--- src/rtl/aes_out_serializer.sv ---
// aes_out_serializer
//   Captures each 128-bit ciphertext block from the AES core on the rising edge of
//   AES_data_out_valid, buffers it in a DEPTH-slot FIFO, and streams it out as four
//   32-bit words (MSW first) on a valid/ready interface.
//
// Parameters
//   DEPTH      number of 128-bit block slots (power of two, >= 2)
//   BYTE_SWAP  1 = reverse byte order inside each output word
//
// Ports
//   AES_clk, AES_rst_n   clock, asynchronous active-low reset
//   AES_data_out         ciphertext block from the core
//   AES_data_out_valid   core result-valid (level or pulse; rising edge = one push)
//   sout_data/valid/last output word stream, last marks word 3 of a block
//   sout_ready           consumer accepts the current word
//   fifo_level           blocks held, including the one being streamed
//   ovf_flag, ovf_clr    sticky dropped-block flag and its synchronous clear
//   sout_par             (AES_OUT_PARITY_EN only) per-byte XOR of sout_data
//
// Optional feature macro: AES_OUT_PARITY_EN
module aes_out_serializer #(
    parameter int unsigned DEPTH     = 2,
    parameter int unsigned BYTE_SWAP = 0
) (
    input  logic                         AES_clk,
    input  logic                         AES_rst_n,
    input  logic [127:0]                 AES_data_out,
    input  logic                         AES_data_out_valid,
    output logic [31:0]                  sout_data,
    output logic                         sout_valid,
    input  logic                         sout_ready,
    output logic                         sout_last,
    output logic [$clog2(DEPTH+1)-1:0]   fifo_level,
    output logic                         ovf_flag,
`ifdef AES_OUT_PARITY_EN
    output logic [3:0]                   sout_par,
`endif
    input  logic                         ovf_clr
);

    localparam int unsigned PW = $clog2(DEPTH);
    localparam int unsigned LW = $clog2(DEPTH + 1);

    logic [127:0]  mem_q [DEPTH];
    logic [PW-1:0] wr_ptr_q, rd_ptr_q;
    logic [LW-1:0] count_q;
    logic [1:0]    idx_q;
    logic          valid_d;
    logic          ovf_q;

    logic push, full, out_valid, xfer, pop, accept, drop;

    always_comb begin
        push      = AES_data_out_valid & ~valid_d;
        full      = (count_q == LW'(DEPTH));
        out_valid = (count_q != '0);
        xfer      = out_valid & sout_ready;
        pop       = xfer & (idx_q == 2'd3);
        // A full FIFO that pops this cycle frees the slot being written.
        accept    = push & (~full | pop);
        drop      = push & full & ~pop;
    end

    always_ff @(posedge AES_clk or negedge AES_rst_n) begin
        if (!AES_rst_n) begin
            wr_ptr_q <= '0;
            rd_ptr_q <= '0;
            count_q  <= '0;
            idx_q    <= 2'd0;
            valid_d  <= 1'b0;
            ovf_q    <= 1'b0;
        end else begin
            valid_d <= AES_data_out_valid;
            if (accept) begin
                wr_ptr_q <= wr_ptr_q + PW'(1);
            end
            if (xfer) begin
                idx_q <= idx_q + 2'd1;
            end
            if (pop) begin
                rd_ptr_q <= rd_ptr_q + PW'(1);
            end
            if (accept && !pop) begin
                count_q <= count_q + LW'(1);
            end else if (pop && !accept) begin
                count_q <= count_q - LW'(1);
            end
            // Set wins over a same-cycle clear.
            if (drop) begin
                ovf_q <= 1'b1;
            end else if (ovf_clr) begin
                ovf_q <= 1'b0;
            end
        end
    end

    // Block storage needs no reset: its contents are never shown while the FIFO is empty.
    always_ff @(posedge AES_clk) begin
        if (accept) begin
            mem_q[wr_ptr_q] <= AES_data_out;
        end
    end

    logic [127:0] head;
    logic [31:0]  raw_word;
    logic [31:0]  out_word;

    always_comb begin
        head = mem_q[rd_ptr_q];
        unique case (idx_q)
            2'd0:    raw_word = head[127:96];
            2'd1:    raw_word = head[95:64];
            2'd2:    raw_word = head[63:32];
            default: raw_word = head[31:0];
        endcase
        if (BYTE_SWAP != 0) begin
            out_word = {raw_word[7:0], raw_word[15:8], raw_word[23:16], raw_word[31:24]};
        end else begin
            out_word = raw_word;
        end
    end

    // Outputs are muxed from registered state only; data is forced to zero when idle.
    assign sout_valid = out_valid;
    assign sout_data  = out_valid ? out_word : 32'h0;
    assign sout_last  = out_valid & (idx_q == 2'd3);
    assign fifo_level = count_q;
    assign ovf_flag   = ovf_q;

`ifdef AES_OUT_PARITY_EN
    always_comb begin
        sout_par = 4'h0;
        for (int i = 0; i < 4; i++) begin
            sout_par[i] = ^sout_data[8*i +: 8];
        end
    end
`endif

endmodule

--- config.mk ---
export PLATFORM = sky130hd
export DESIGN_NAME = aes_out_serializer
export DESIGN_NICKNAME = d
export VERILOG_FILES = /design/src/rtl/aes_out_serializer.sv
export SDC_FILE = /design/constraint.sdc
export NUM_CORES = 1
export LEC_CHECK = 0
export CORE_ASPECT_RATIO = 0.5
export CORE_UTILIZATION = 45
export DETAILED_ROUTE_END_ITERATION = 16
export GPL_TIMING_DRIVEN = 0
export HOLD_SLACK_MARGIN = 0.02
export PLACE_DENSITY = 0.69
export SYNTH_ARGS = -nofsm -noshare
export SYNTH_HDL_FRONTEND = slang
export SYNTH_SLANG_ARGS = --single-unit
--- constraint.sdc ---
create_clock -name AES_clk -period 8.52 [get_ports AES_clk]
set_input_delay 1.704 -clock AES_clk [delete_from_list [all_inputs] [get_ports AES_clk]]
set_output_delay 1.704 -clock AES_clk [all_outputs]
set_load 0.02 [all_outputs]
Word-level counts from Yosys, hierarchy flattened
Memories as Yosys holds them, arrays and structs flattened.
Cells that the tools add are included.
W data, S select, Z words.
{"block": "word_totals", "in_bits": 133, "memories": 1, "mem_bits_rw": 256, "elab_cells": 43, "out_inout_bits": 37, "ff_bits": 8}
{"block": "op_classes", "addsub": 5, "mux": 8, "n_bitwise": 11, "eq_ne": 4, "reduce_logical": 8}
{"name": "mem_q", "words": 2, "word_bits": 128, "read_ports": 1, "rd_ports_with_merged_regs": 0, "write_ports": 1, "line": "44", "text": "logic [127:0] mem_q [DEPTH];"}
{"cell": "$pmux W32 S3", "n": 1}
{"cell": "$mux W32", "n": 1}
{"cell": "$and A1 B1 Y1", "n": 7}
{"cell": "$eq A2 B2 Y1 const B", "n": 3}
{"cell": "$reduce_bool A2 Y1", "n": 3}
{"cell": "$add A2 B1 Y2 const B", "n": 2}
{"cell": "$mux W1", "n": 4}
{"cell": "$mux W2", "n": 2}
{"cell": "$not A1 Y1", "n": 3}
{"cell": "$add A1 B1 Y1 const B", "n": 2}
{"cell": "$eq A2 B1 Y1 const B", "n": 1}
{"cell": "$logic_and A1 B1 Y1", "n": 2}
{"cell": "$logic_not A1 Y1", "n": 2}
{"cell": "$logic_not A2 Y1", "n": 1}
{"cell": "$sub A2 B1 Y2 const B", "n": 1}
{"cell": "$or A1 B1 Y1", "n": 1}

Depth between registers and ports, before layout
Gate-level depths: netlist of run 1.
{"block": "logic_depth", "depth_word": 9, "ltp_mapped": 7}

Worst setup path before layout of run 1
OpenSTA, ideal clock, no wires.
{"block": "synth_path", "path_kind": "input port to flip-flop", "start": "input sout_ready", "end": "memory mem_q[0][0], enable pin", "stages": 3, "setup_ns": 0.632, "arrival_time_ns": 7.735, "setup_slack_ns": 0.152, "n_path_buf": 0, "path_cell_list": "nand2_1 a31oi_1 nor2b_1"}
{"block": "synth_via", "elab_chain_cells": 6}
{"item": "start, declared", "line": "31", "text": "input logic sout_ready,"}
{"item": "$and A1 B1 Y1", "line": "57", "text": "xfer = out_valid & sout_ready;"}
{"item": "$and A1 B1 Y1", "line": "58", "text": "pop = xfer & (idx_q == 2'd3);"}
{"item": "$or A1 B1 Y1", "line": "60", "text": "accept = push & (~full | pop);"}
{"item": "$and A1 B1 Y1", "line": "60"}
{"item": "$mux W1", "line": "99", "text": "if (accept) begin"}
{"item": "$mux W1 (not written as such)", "line": "100", "text": "mem_q[wr_ptr_q] <= AES_data_out;"}
{"item": "end, declared", "line": "44"}
Every way passes these cells.

Final worst setup path of run 1
{"block": "layout_path", "start": "register idx_q[1]", "end": "output sout_data[20]"}
{"block": "layout_via", "elab_chain_cells": 3}
{"item": "start, declared", "line": "47", "text": "logic [1:0] idx_q;"}
{"item": "start signal, assigned", "line": "78", "text": "idx_q <= idx_q + 2'd1;"}
{"item": "$eq A2 B2 Y1 (tied with other cells)", "line": "110", "text": "unique case (idx_q)"}
{"item": "$pmux W32 S3 *", "line": "110"}
{"item": "$mux W32 *", "line": "125", "text": "assign sout_data = out_valid ? out_word : 32'h0;"}
{"item": "end, declared", "line": "29", "text": "output logic [31:0] sout_data,"}
Every way passes the cells marked *; elsewhere a longest branch is shown, timed or not.

==> run summary, run 1 <==
Skew final: 12.6 ps
Synth unique cells: 26
Post-CTS resize count: 0
Data required time at the worst endpoint: 6820 ps
Met2 routing resource usage after global routing: 33.2%
Overall track demand over capacity in global routing: 20.6%
Number of max-slew violations in the final report: 0
Area of the placeable core: 21,800 um2
Top cells by area in the synthesized netlist: sky130_fd_sc_hd__edfxtp_1 (77%), sky130_fd_sc_hd__a22oi_1 (4.8%), sky130_fd_sc_hd__mux2i_1 (3.2%)
Synth warn: 0
Slew Limit Headroom: 49.5%
Avg WL per Cell: 21.1 um
Iteration count of the initial detailed-routing pass: 5
Clock tree root driver cell: sky130_fd_sc_hd__clkbuf_16
Kind of cell with the highest combined delay on the critical path: buffers and inverters
Aggregate routed wire length: 23.4 mm
Cell type of the slowest stage on the worst timing path: sky130_fd_sc_hd__clkdlybuf4s50_1
Fin. Hold Viols: 0
Clock Tree Buf Depth: 3
Placement Rows: 38
Die Height: 108 um
Share of post-route cells with drive strength above 1: 8.65%
Netlist Area Pre-Place: 10,000 um2
Syn Nets: 730
Post-placement cell area: 12,300 um2
Area share of xor/xnor cells in the synthesized design: 0.523%
Clock tree from TritonCTS: done
Worst ir drop on vdd: 157 uV
Final antenna-violating net count: 0
Proportion of netlist area held by the largest area contributor: 76.6%
# Max-Cap Violations: 0
Number of violations reported at the end of detailed-routing iteration 0: 568
Final-report setup violation count: 0
Storage element area: 7890 um2
Dominant combinational cell family by area after synthesis: compound AO/OA/AOI/OAI gates
Last weighted congestion value of the routability-driven placer: 0.808
Wire length of the first global-routing pass: 34.8 mm
Worst hold path class: reg -> reg
Post-route minimum period: 4720 ps
PD cells: 350 nW/um2
R2r setup slk: 6020 ps
Proportion of synthesized chip area in sequential cells: 78.6%
Crit path setup slack, layout: 3800 ps
Data arrival time of the critical path: 3010 ps
Antenna violations before repair: 0
Fin nets: 931
Met3 layer usage reported by global route: 3.53%
Highest-utilization routing layer at the global route stage: met2
Number of ports placed on the die boundary: 170
Worst-path maximum fanout: 10
Area used by multi-input combinational logic: 1910 um2
Setup repair after global routing missed its margin: no
Number of storage elements in the synthesis netlist: 264
Run status: finished, final reports clean
Total Neg Setup Slack: 0 ps
Fraction of synthesized area in multiplexers: 3.30%
Buffers inserted during post-CTS setup optimization: 0
Kind of capture point of the worst setup path: output port
Synthesized-area fraction occupied by ao, oa, aoi and oai cells: 7.70%
Worst skew pair latency: 520 ps
Syn avg cell area: 17.0 um2
Count of unresolved DRC violations after routing: 0
Global route overflow: 0
Area growth from synthesis to layout: 29.8%
Number of hold-repair buffers added at the cts stage: 0
Initial Utilization: 46.1%
Worst stage delay on the critical path: 660 ps
Overall die width: 213 um
Placed wire-length estimate after detailed placement: 15.0 mm
Largest net degree at the start of global routing: 65
Number of buffers and inverters on the critical path: 4
Basic-gate share of the synthesized area counting and, or, nand and nor cells: 6.63%
Startpoint class of the critical path: register
Classification of the worst setup path: reg -> out
Post-placement setup slack: 4340 ps
Critical path cell sequence: inv_1, ha_1, buf_4, clkbuf_1, a22oi_1, nand3_1, and3_1, clkdlybuf4s50_1
Period utilisation layout: 55.4%
Transition time at the pin with the least slew margin: 758 ps
Number of filler cells placed in the layout: 1,705
Synthesized netlist cell count: 591
Clock sink count: 264
M1 GR Usage: 29.0%
Adder-cell area share of the yosys netlist: 0.748%
Largest area contributor in the netlist: sky130_fd_sc_hd__edfxtp_1
Clock-pin slew on the worst setup and hold paths: 60 ps
CTS H-Tree Depth: 1
Port Buf Inserts: 169
Number of buffers inserted during clock tree synthesis: 24
Post-DR vias/cell: 5.40
Design Area, Final: 13,000 um2
Leakage power total: 4.42 nW
Number of vias in the routed layout: 5,993
Fmax: 212 MHz
Antenna diode count: 0
Die outline area: 22,900 um2
Vias in the first global route: 6,128
==> cells in the mapped netlist <==
library cell	number
sky130_fd_sc_hd__and3_1	32
sky130_fd_sc_hd__dfrtp_1	8
sky130_fd_sc_hd__xnor2_1	3
sky130_fd_sc_hd__buf_2	20
sky130_fd_sc_hd__xor2_1	3
sky130_fd_sc_hd__o22ai_1	1
sky130_fd_sc_hd__buf_4	3
sky130_fd_sc_hd__edfxtp_1	256
sky130_fd_sc_hd__nand3_1	34
sky130_fd_sc_hd__a22oi_1	64
sky130_fd_sc_hd__inv_1	4
sky130_fd_sc_hd__nor2_1	1
sky130_fd_sc_hd__ha_1	6
sky130_fd_sc_hd__buf_1	1
sky130_fd_sc_hd__a31oi_1	1
sky130_fd_sc_hd__mux2i_1	32
sky130_fd_sc_hd__or2_1	1
sky130_fd_sc_hd__clkbuf_1	9
sky130_fd_sc_hd__mux2_1	1
sky130_fd_sc_hd__a32oi_1	32
sky130_fd_sc_hd__nand2b_1	1
sky130_fd_sc_hd__buf_6	7
sky130_fd_sc_hd__nor2_2	1
sky130_fd_sc_hd__nor2b_1	2
sky130_fd_sc_hd__nand2_1	66
sky130_fd_sc_hd__and2_1	2
==> cell type report <==
cell class	count	area share (%)
Multi-Input combinational cell	283	14.6
Timing Repair Buffer	175	14.0
Tap cell	300	2.88
Clock buffer	29	4.92
Inverter	4	0.115
Clock inverter	14	1.04
Sequential cell	264	60.5
Buffer	40	1.83
==> report_power, final <==
part / internal, mW / switching, mW
sequential: 1.62 / 0.0524
clock: 0.623 / 0.445
combinational: 0.765 / 1.06
==> path summary, 6_finish.rpt <==
| kind | startpoint | cells after the start | endpoint |
|---|---|---|---|
| worst max-delay path | idx_q[1]$_DFFE_PN0P_ | 8 | sout_data[20] |
| worst min-delay path | ovf_flag$_DFFE_PN0P_ | 2 | ovf_flag$_DFFE_PN0P_ |
| worst max register to register | idx_q[0]$_DFFE_PN0P_ | 6 | mem_q[0][116]$_DFFE_PP_ |
| worst min register to register | ovf_flag$_DFFE_PN0P_ | 2 | ovf_flag$_DFFE_PN0P_ |
| max in group asynchronous | AES_rst_n | 1 | idx_q[1]$_DFFE_PN0P_ |
| min in group asynchronous | AES_rst_n | 1 | fifo_level[1]$_DFFE_PN0P_ |
==> cell families after synthesis <==
kind of cell / after synthesis
DFF: 264
and+or+nand+nor: 140
adders and majority gates: 6
xor gates and xnor gates: 6
muxes: 33
buffers and inverters: 44
AOI/OAI and AO/OA: 98
==> per-layer routing <==
layer	part of all wire [%]	wire length, um
met1	43	10200
met2	48	11300
met3	6.7	1580
met4	1.9	434
met5	0	0
==> worst reg2reg max path: cells and delay by family (launching register included) <==
family / cells / cell delay (ps)
flip-flops: 1 / 440
AND/OR/NAND/NOR: 2 / 620
adder cells (fa/ha/maj): 1 / 230
buffers and inverters: 2 / 530
AO/OA/AOI/OAI: 1 / 370
==> registers in the layout (all words and copies together) (netlist names) <==
name / cells
mem_q: 256
fifo_level: 2
idx_q: 2
ovf_flag: 1
rd_ptr_q: 1
valid_d: 1
wr_ptr_q: 1
==> cells in the final DEF (no fill, tap or decap), drive strengths merged <==
cell type and n:
inv 4, a31oi 1, clkdlybuf4s50 169, xor2 3, mux2 1, a32oi 32
mux2i 32, dfrtp 8, xnor2 3, a22oi 64, buf 37, nor2b 2
and2 2, bufinv 3, edfxtp 256, nand2b 1, nand3 34, and3 32
nand2 66, clkbuf 38, or2 1, o22ai 1, ha 6, clkinv 11
nor2 2
==> per-stage QoR <==
| step | total power, mW | utilization [%] | hold WS [ps] | cells |
|---|---|---|---|---|
| 2_1_floorplan | 2.75 | - | 455 | 591 |
| 3_3_place_gp | 3.53 | 55.6 | 471 | 1060 |
| 3_5_place_dp | 3.53 | 56.3 | 529 | 1066 |
| 4_1_cts | 4.60 | 59.8 | 539 | 1109 |
| 5_1_grt | 4.77 | 59.8 | 571 | 1109 |
| 6_report | 4.57 | 59.8 | 534 | 1109 |
Power figures use the tool's default switching activity.
==> run 2, diff against run 1 <==
==> constraint.sdc (replaced) <==
create_clock -name AES_clk -period 4.9 [get_ports AES_clk]
set_input_delay 0.98 -clock AES_clk [delete_from_list [all_inputs] [get_ports AES_clk]]
set_output_delay 0.98 -clock AES_clk [all_outputs]
set_load 0.02 [all_outputs]
==> run summary, run 2 (same netlist as run 1, synthesis figures left out) <==
Number of vias in the routed layout: 6,068
Data required time at the worst endpoint: 3920 ps
Clock sink count: 264
Utilization of the core after routing: 60.3%
Classification of the worst setup path: reg -> out
Last weighted congestion value of the routability-driven placer: 0.768
Data arrival time of the critical path: 3010 ps
Overall die width: 213 um
Power consumption: 8.08 mW
Final antenna-violating net count: 0
Area growth from synthesis to layout: 30.7%
Startpoint class of the critical path: register
Placed wire-length estimate after detailed placement: 15.3 mm
Number of hold-repair buffers added at the cts stage: 0
Clock Tree Buf Depth: 3
Port Buf Inserts: 169
Post-CTS resize count: 0
Area of the placeable core: 21,800 um2
Worst ir drop on vdd: 284 uV
Aggregate routed wire length: 23.8 mm
Count of unresolved DRC violations after routing: 0
Run status: finished, final reports clean
Largest register by flop count: mem_q
Skew final: 13.9 ps
Overall track demand over capacity in global routing: 20.6%
Avg WL per Cell: 21.5 um
Clock tree root driver cell: sky130_fd_sc_hd__clkbuf_16
Worst skew pair latency: 520 ps
Post-route insts no fill: 1,111
PD cells: 615 nW/um2
Worst-path maximum fanout: 10
Fin nets: 932
Number of max-slew violations in the final report: 0
Clock-pin slew on the worst setup and hold paths: 70 ps
Number of buffers inserted during clock tree synthesis: 24
Post-Route Hold Slack: 547 ps
Die outline area: 22,900 um2
Post-DR vias/cell: 5.46
Share of post-route cells with drive strength above 1: 9.01%
Number of violations reported at the end of detailed-routing iteration 0: 684
Number of ports placed on the die boundary: 170
Worst hold path class: reg -> reg
CTS H-Tree Depth: 1
Iteration count of the initial detailed-routing pass: 6
Leakage power total: 4.46 nW
Initial Utilization: 46.1%
Placement Rows: 38
Transition time at the pin with the least slew margin: 753 ps
Fmax: 250 MHz
Total Neg Setup Slack: 0 ps
Post-route minimum period: 3990 ps
Global route overflow: 0
Largest net degree at the start of global routing: 66
Final-report setup violation count: 0
Slew Limit Headroom: 49.8%
Setup repair after global routing missed its margin: no
# Max-Cap Violations: 0
Period utilisation layout: 81.5%
Buffers inserted during post-CTS setup optimization: 0
Antenna violations before repair: 2
Commonest non-fill, non-tap cells in the layout: sky130_fd_sc_hd__edfxtp_1 (256), sky130_fd_sc_hd__clkdlybuf4s50_1 (169), sky130_fd_sc_hd__nand2_1 (66), sky130_fd_sc_hd__a22oi_1 (64), sky130_fd_sc_hd__nand3_1 (34)
Cell count after placement: 1,067
Clock tree from TritonCTS: done
Leading cell type in the layout, fill and taps excluded: sky130_fd_sc_hd__edfxtp_1
Vias in the first global route: 6,036
Kind of capture point of the worst setup path: output port
Wire length of the first global-routing pass: 34.7 mm
Max FFs per register: 256
Die Height: 108 um
Fin. Hold Viols: 0
run 2: changes by cell type in the layout (fill, tap and decap cells not counted), moves of 2 or more:
| cell | before | now |
|---|---|---|
| sky130_fd_sc_hd__clkinv_2 | 3 | 1 |
| sky130_fd_sc_hd__clkinv_1 | 8 | 6 |
| sky130_fd_sc_hd__bufinv_16 | 3 | 5 |
| sky130_fd_sc_hd__buf_12 | 4 | 2 |
| sky130_fd_sc_hd__buf_16 | 2 | 5 |
run 2: cell type report:
type / instances / area, um2
Timing Repair Buffer: 176 / 1870
Clock inverter: 15 / 210
Antenna cell: 1 / 2.50
Fill cell: 1627 / 8650
Clock buffer: 28 / 616
Sequential cell: 264 / 7890
Multi-Input combinational cell: 283 / 1910
Buffer: 40 / 239
Tap cell: 300 / 375
Inverter: 4 / 15.0
run 2: through the flow:
stage               area (um2)  setup slack, ps
finish                   13100              908
global route             13100              715
CTS                      13100              867
detailed placement       12300             1230
global placement         12100            -2200
floorplan                10000             68.4
run 2: where the power goes:
| group | switching, mW | internal (mW) | total [mW] | leakage (nW) |
|---|---|---|---|---|
| registers | 0.0927 | 2.81 | 2.91 | 2.44 |
| logic | 1.87 | 1.34 | 3.21 | 1.62 |
| clock network | 0.793 | 1.17 | 1.96 | 0.396 |
| total | 2.75 | 5.32 | 8.08 | 4.46 |
run 2: final timing paths:
check | slack [ps] | endpoint | depth (start not counted) | from
worst max-delay path | 910 | sout_data[2] | 8 | idx_q[0]$_DFFE_PN0P_
worst min-delay path | 550 | fifo_level[1]$_DFFE_PN0P_ | 1 | fifo_level[1]$_DFFE_PN0P_
worst max register to register | 2060 | mem_q[0][46]$_DFFE_PP_ | 7 | idx_q[0]$_DFFE_PN0P_
worst min register to register | 550 | fifo_level[1]$_DFFE_PN0P_ | 1 | fifo_level[1]$_DFFE_PN0P_
max in group asynchronous | 3900 | idx_q[1]$_DFFE_PN0P_ | 1 | AES_rst_n
min in group asynchronous | 740 | fifo_level[0]$_DFFE_PN0P_ | 1 | AES_rst_n
run 2: routing by layer:
metal | global-route usage (%) | part of all wire [%] | vias up
met2 | 35.0 | 49 | 229
met1 | 27.8 | 42 | 3042
li1 | - | - | 2764
met4 | 4.49 | 1.4 | 2
met3 | 3.59 | 7.1 | 31
met5 | 0 | 0.055 | -
run 2: critical path: stages (launching register included):
cell,delay (ps)
sky130_fd_sc_hd__dfrtp_1,440
sky130_fd_sc_hd__inv_1,110
sky130_fd_sc_hd__ha_1,140
sky130_fd_sc_hd__buf_2,230
sky130_fd_sc_hd__clkbuf_1,530
sky130_fd_sc_hd__nand2_1,120
sky130_fd_sc_hd__nand3_1,110
sky130_fd_sc_hd__and3_1,180
sky130_fd_sc_hd__clkdlybuf4s50_1,670
==> run 3, diff against run 2 <==
==> constraint.sdc (replaced) <==
create_clock -name AES_clk -period 3.8 [get_ports AES_clk]
set_input_delay 0.76 -clock AES_clk [delete_from_list [all_inputs] [get_ports AES_clk]]
set_output_delay 0.76 -clock AES_clk [all_outputs]
set_load 0.02 [all_outputs]
==> run summary, run 3 (same netlist as run 1, synthesis figures left out) <==
Run status: finished, final reports clean
Clock tree root driver cell: sky130_fd_sc_hd__clkbuf_16
Global route overflow: 0
Skew final: 18.4 ps
Initial Utilization: 46.1%
Data required time at the worst endpoint: 3040 ps
Worst setup path startpoint: idx_q[0]$_DFFE_PN0P_
Die Height: 108 um
Startpoint class of the critical path: register
Overall track demand over capacity in global routing: 20.3%
Avg WL per Cell: 21.1 um
Setup repair after global routing missed its margin: no
Data arrival time of the critical path: 2860 ps
Number of max-slew violations in the final report: 0
Number of vias in the routed layout: 6,023
Worst-path maximum fanout: 10
Post-route minimum period: 3620 ps
Utilization of the core after routing: 60.0%
Leakage power total: 4.44 nW
Clock Tree Buf Depth: 3
Kind of capture point of the worst setup path: output port
Final antenna-violating net count: 0
Area growth from synthesis to layout: 30.0%
Fin nets: 932
Transition time at the pin with the least slew margin: 751 ps
Worst skew pair latency: 520 ps
Overall die width: 213 um
Die outline area: 22,900 um2
Leading cell type in the layout, fill and taps excluded: sky130_fd_sc_hd__edfxtp_1
Post-DR vias/cell: 5.41
Clock tree from TritonCTS: done
Vias in the first global route: 6,071
Wire length of the first global-routing pass: 34.6 mm
Area of the placeable core: 21,800 um2
Clock-pin slew on the worst setup and hold paths: 70 ps
Slew Limit Headroom: 50.0%
Classification of the worst setup path: reg -> out
Fmax: 276 MHz
Aggregate routed wire length: 23.5 mm
Final-report setup violation count: 0
Period utilisation layout: 95.4%
Worst ir drop on vdd: 384 uV
Max FFs per register: 256
Largest net degree at the start of global routing: 58
Share of post-route cells with drive strength above 1: 9.73%
Last weighted congestion value of the routability-driven placer: 0.770
Count of unresolved DRC violations after routing: 0
Clock sink count: 264
R2r setup slk: 1120 ps
Number of filler cells placed in the layout: 1,678
Commonest non-fill, non-tap cells in the layout: sky130_fd_sc_hd__edfxtp_1 (256), sky130_fd_sc_hd__clkdlybuf4s50_1 (169), sky130_fd_sc_hd__nand2_1 (66), sky130_fd_sc_hd__a22oi_1 (64), sky130_fd_sc_hd__nand3_1 (34)
Total Neg Setup Slack: 0 ps
Antenna violations before repair: 1
Port Buf Inserts: 169
Iteration count of the initial detailed-routing pass: 5
Fin. Hold Viols: 0
Number of buffers inserted during clock tree synthesis: 25
Largest register by flop count: mem_q
PD cells: 786 nW/um2
Placed wire-length estimate after detailed placement: 15.0 mm
Buffers inserted during post-CTS setup optimization: 0
# Max-Cap Violations: 0
CTS H-Tree Depth: 1
Number of violations reported at the end of detailed-routing iteration 0: 538
Count of cells along the worst register-to-register path: 6
Worst hold path class: in -> async
Placement Rows: 38
Number of ports placed on the die boundary: 170
RR Startpoint: idx_q[0]$_DFFE_PN0P_
-- run 3: cell count changes in the layout (fill, tap and decap cells not counted), sizes merged --
| cell | change |
|---|---|
| clkinv | +2 |
| clkinvlp | +1 |
| inv | +1 |
| bufinv | -3 |
| buf | -3 |
| clkbuf | +4 |
-- run 3: stage by stage --
step	hold WS (ps)	power (mW)	setup slack (ps)	instances	area [um2]
after global routing	543	10.7	4.23	1113	13100
after CTS	529	10.3	2.19	1112	13000
after detailed placement	529	7.93	491	1066	12300
final	531	10.3	176	1113	13100
after global placement	523	7.84	-1360	1060	12100
after floorplan	464	6.13	252	591	10000
-- run 3: worst max-delay path: stages (launching register included) --
cell	delay, ps
sky130_fd_sc_hd__dfrtp_1	440
sky130_fd_sc_hd__inv_1	100
sky130_fd_sc_hd__ha_1	140
sky130_fd_sc_hd__buf_4	170
sky130_fd_sc_hd__buf_2	290
sky130_fd_sc_hd__a22oi_1	150
sky130_fd_sc_hd__a32oi_1	200
sky130_fd_sc_hd__and3_1	220
sky130_fd_sc_hd__clkdlybuf4s50_1	620
-- run 3: cell type report --
class                           instances  area, um2  area share, %
Clock buffer                           30        644           4.94
Multi-Input combinational cell        283       1910           14.6
Buffer                                 40        250           1.92
Clock inverter                         16        138           1.05
Timing Repair Buffer                  175       1830           14.1
Inverter                                4       15.0          0.115
Antenna cell                            1       2.50         0.0192
Tap cell                              300        375           2.88
Sequential cell                       264       7890           60.4
-- run 3: routing by layer --
metal	global-route usage, %	vias to the layer above	wire length (um)
met5	0	-	0
met4	4.44	0	359
met3	3.62	34	1510
met2	33.5	204	11400
met1	28.2	3023	10300
li1	-	2762	-
-- run 3: worst paths after layout --
path,end
max,sout_data[16]
min,ovf_flag$_DFFE_PN0P_
max reg2reg,mem_q[0][59]$_DFFE_PP_
min reg2reg,ovf_flag$_DFFE_PN0P_
max in group asynchronous,idx_q[0]$_DFFE_PN0P_
min in group AES_clk,ovf_flag$_DFFE_PN0P_
-- run 3: repair_timing --
item / 4_1_cts / 5_1_grt
setup endpoints to repair: 0 / 30
endpoints found under the hold margin: 0 / 0
hold buffers: 0 / 0
resized for setup: 0 / 12
-- run 3: power breakdown --
| group | total, mW | switching [mW] | internal, mW |
|---|---|---|---|
| registers | 3.74 | 0.117 | 3.63 |
| clock network | 2.39 | 1.04 | 1.35 |
| logic | 4.12 | 2.39 | 1.73 |
| total | 10.3 | 3.54 | 6.71 |
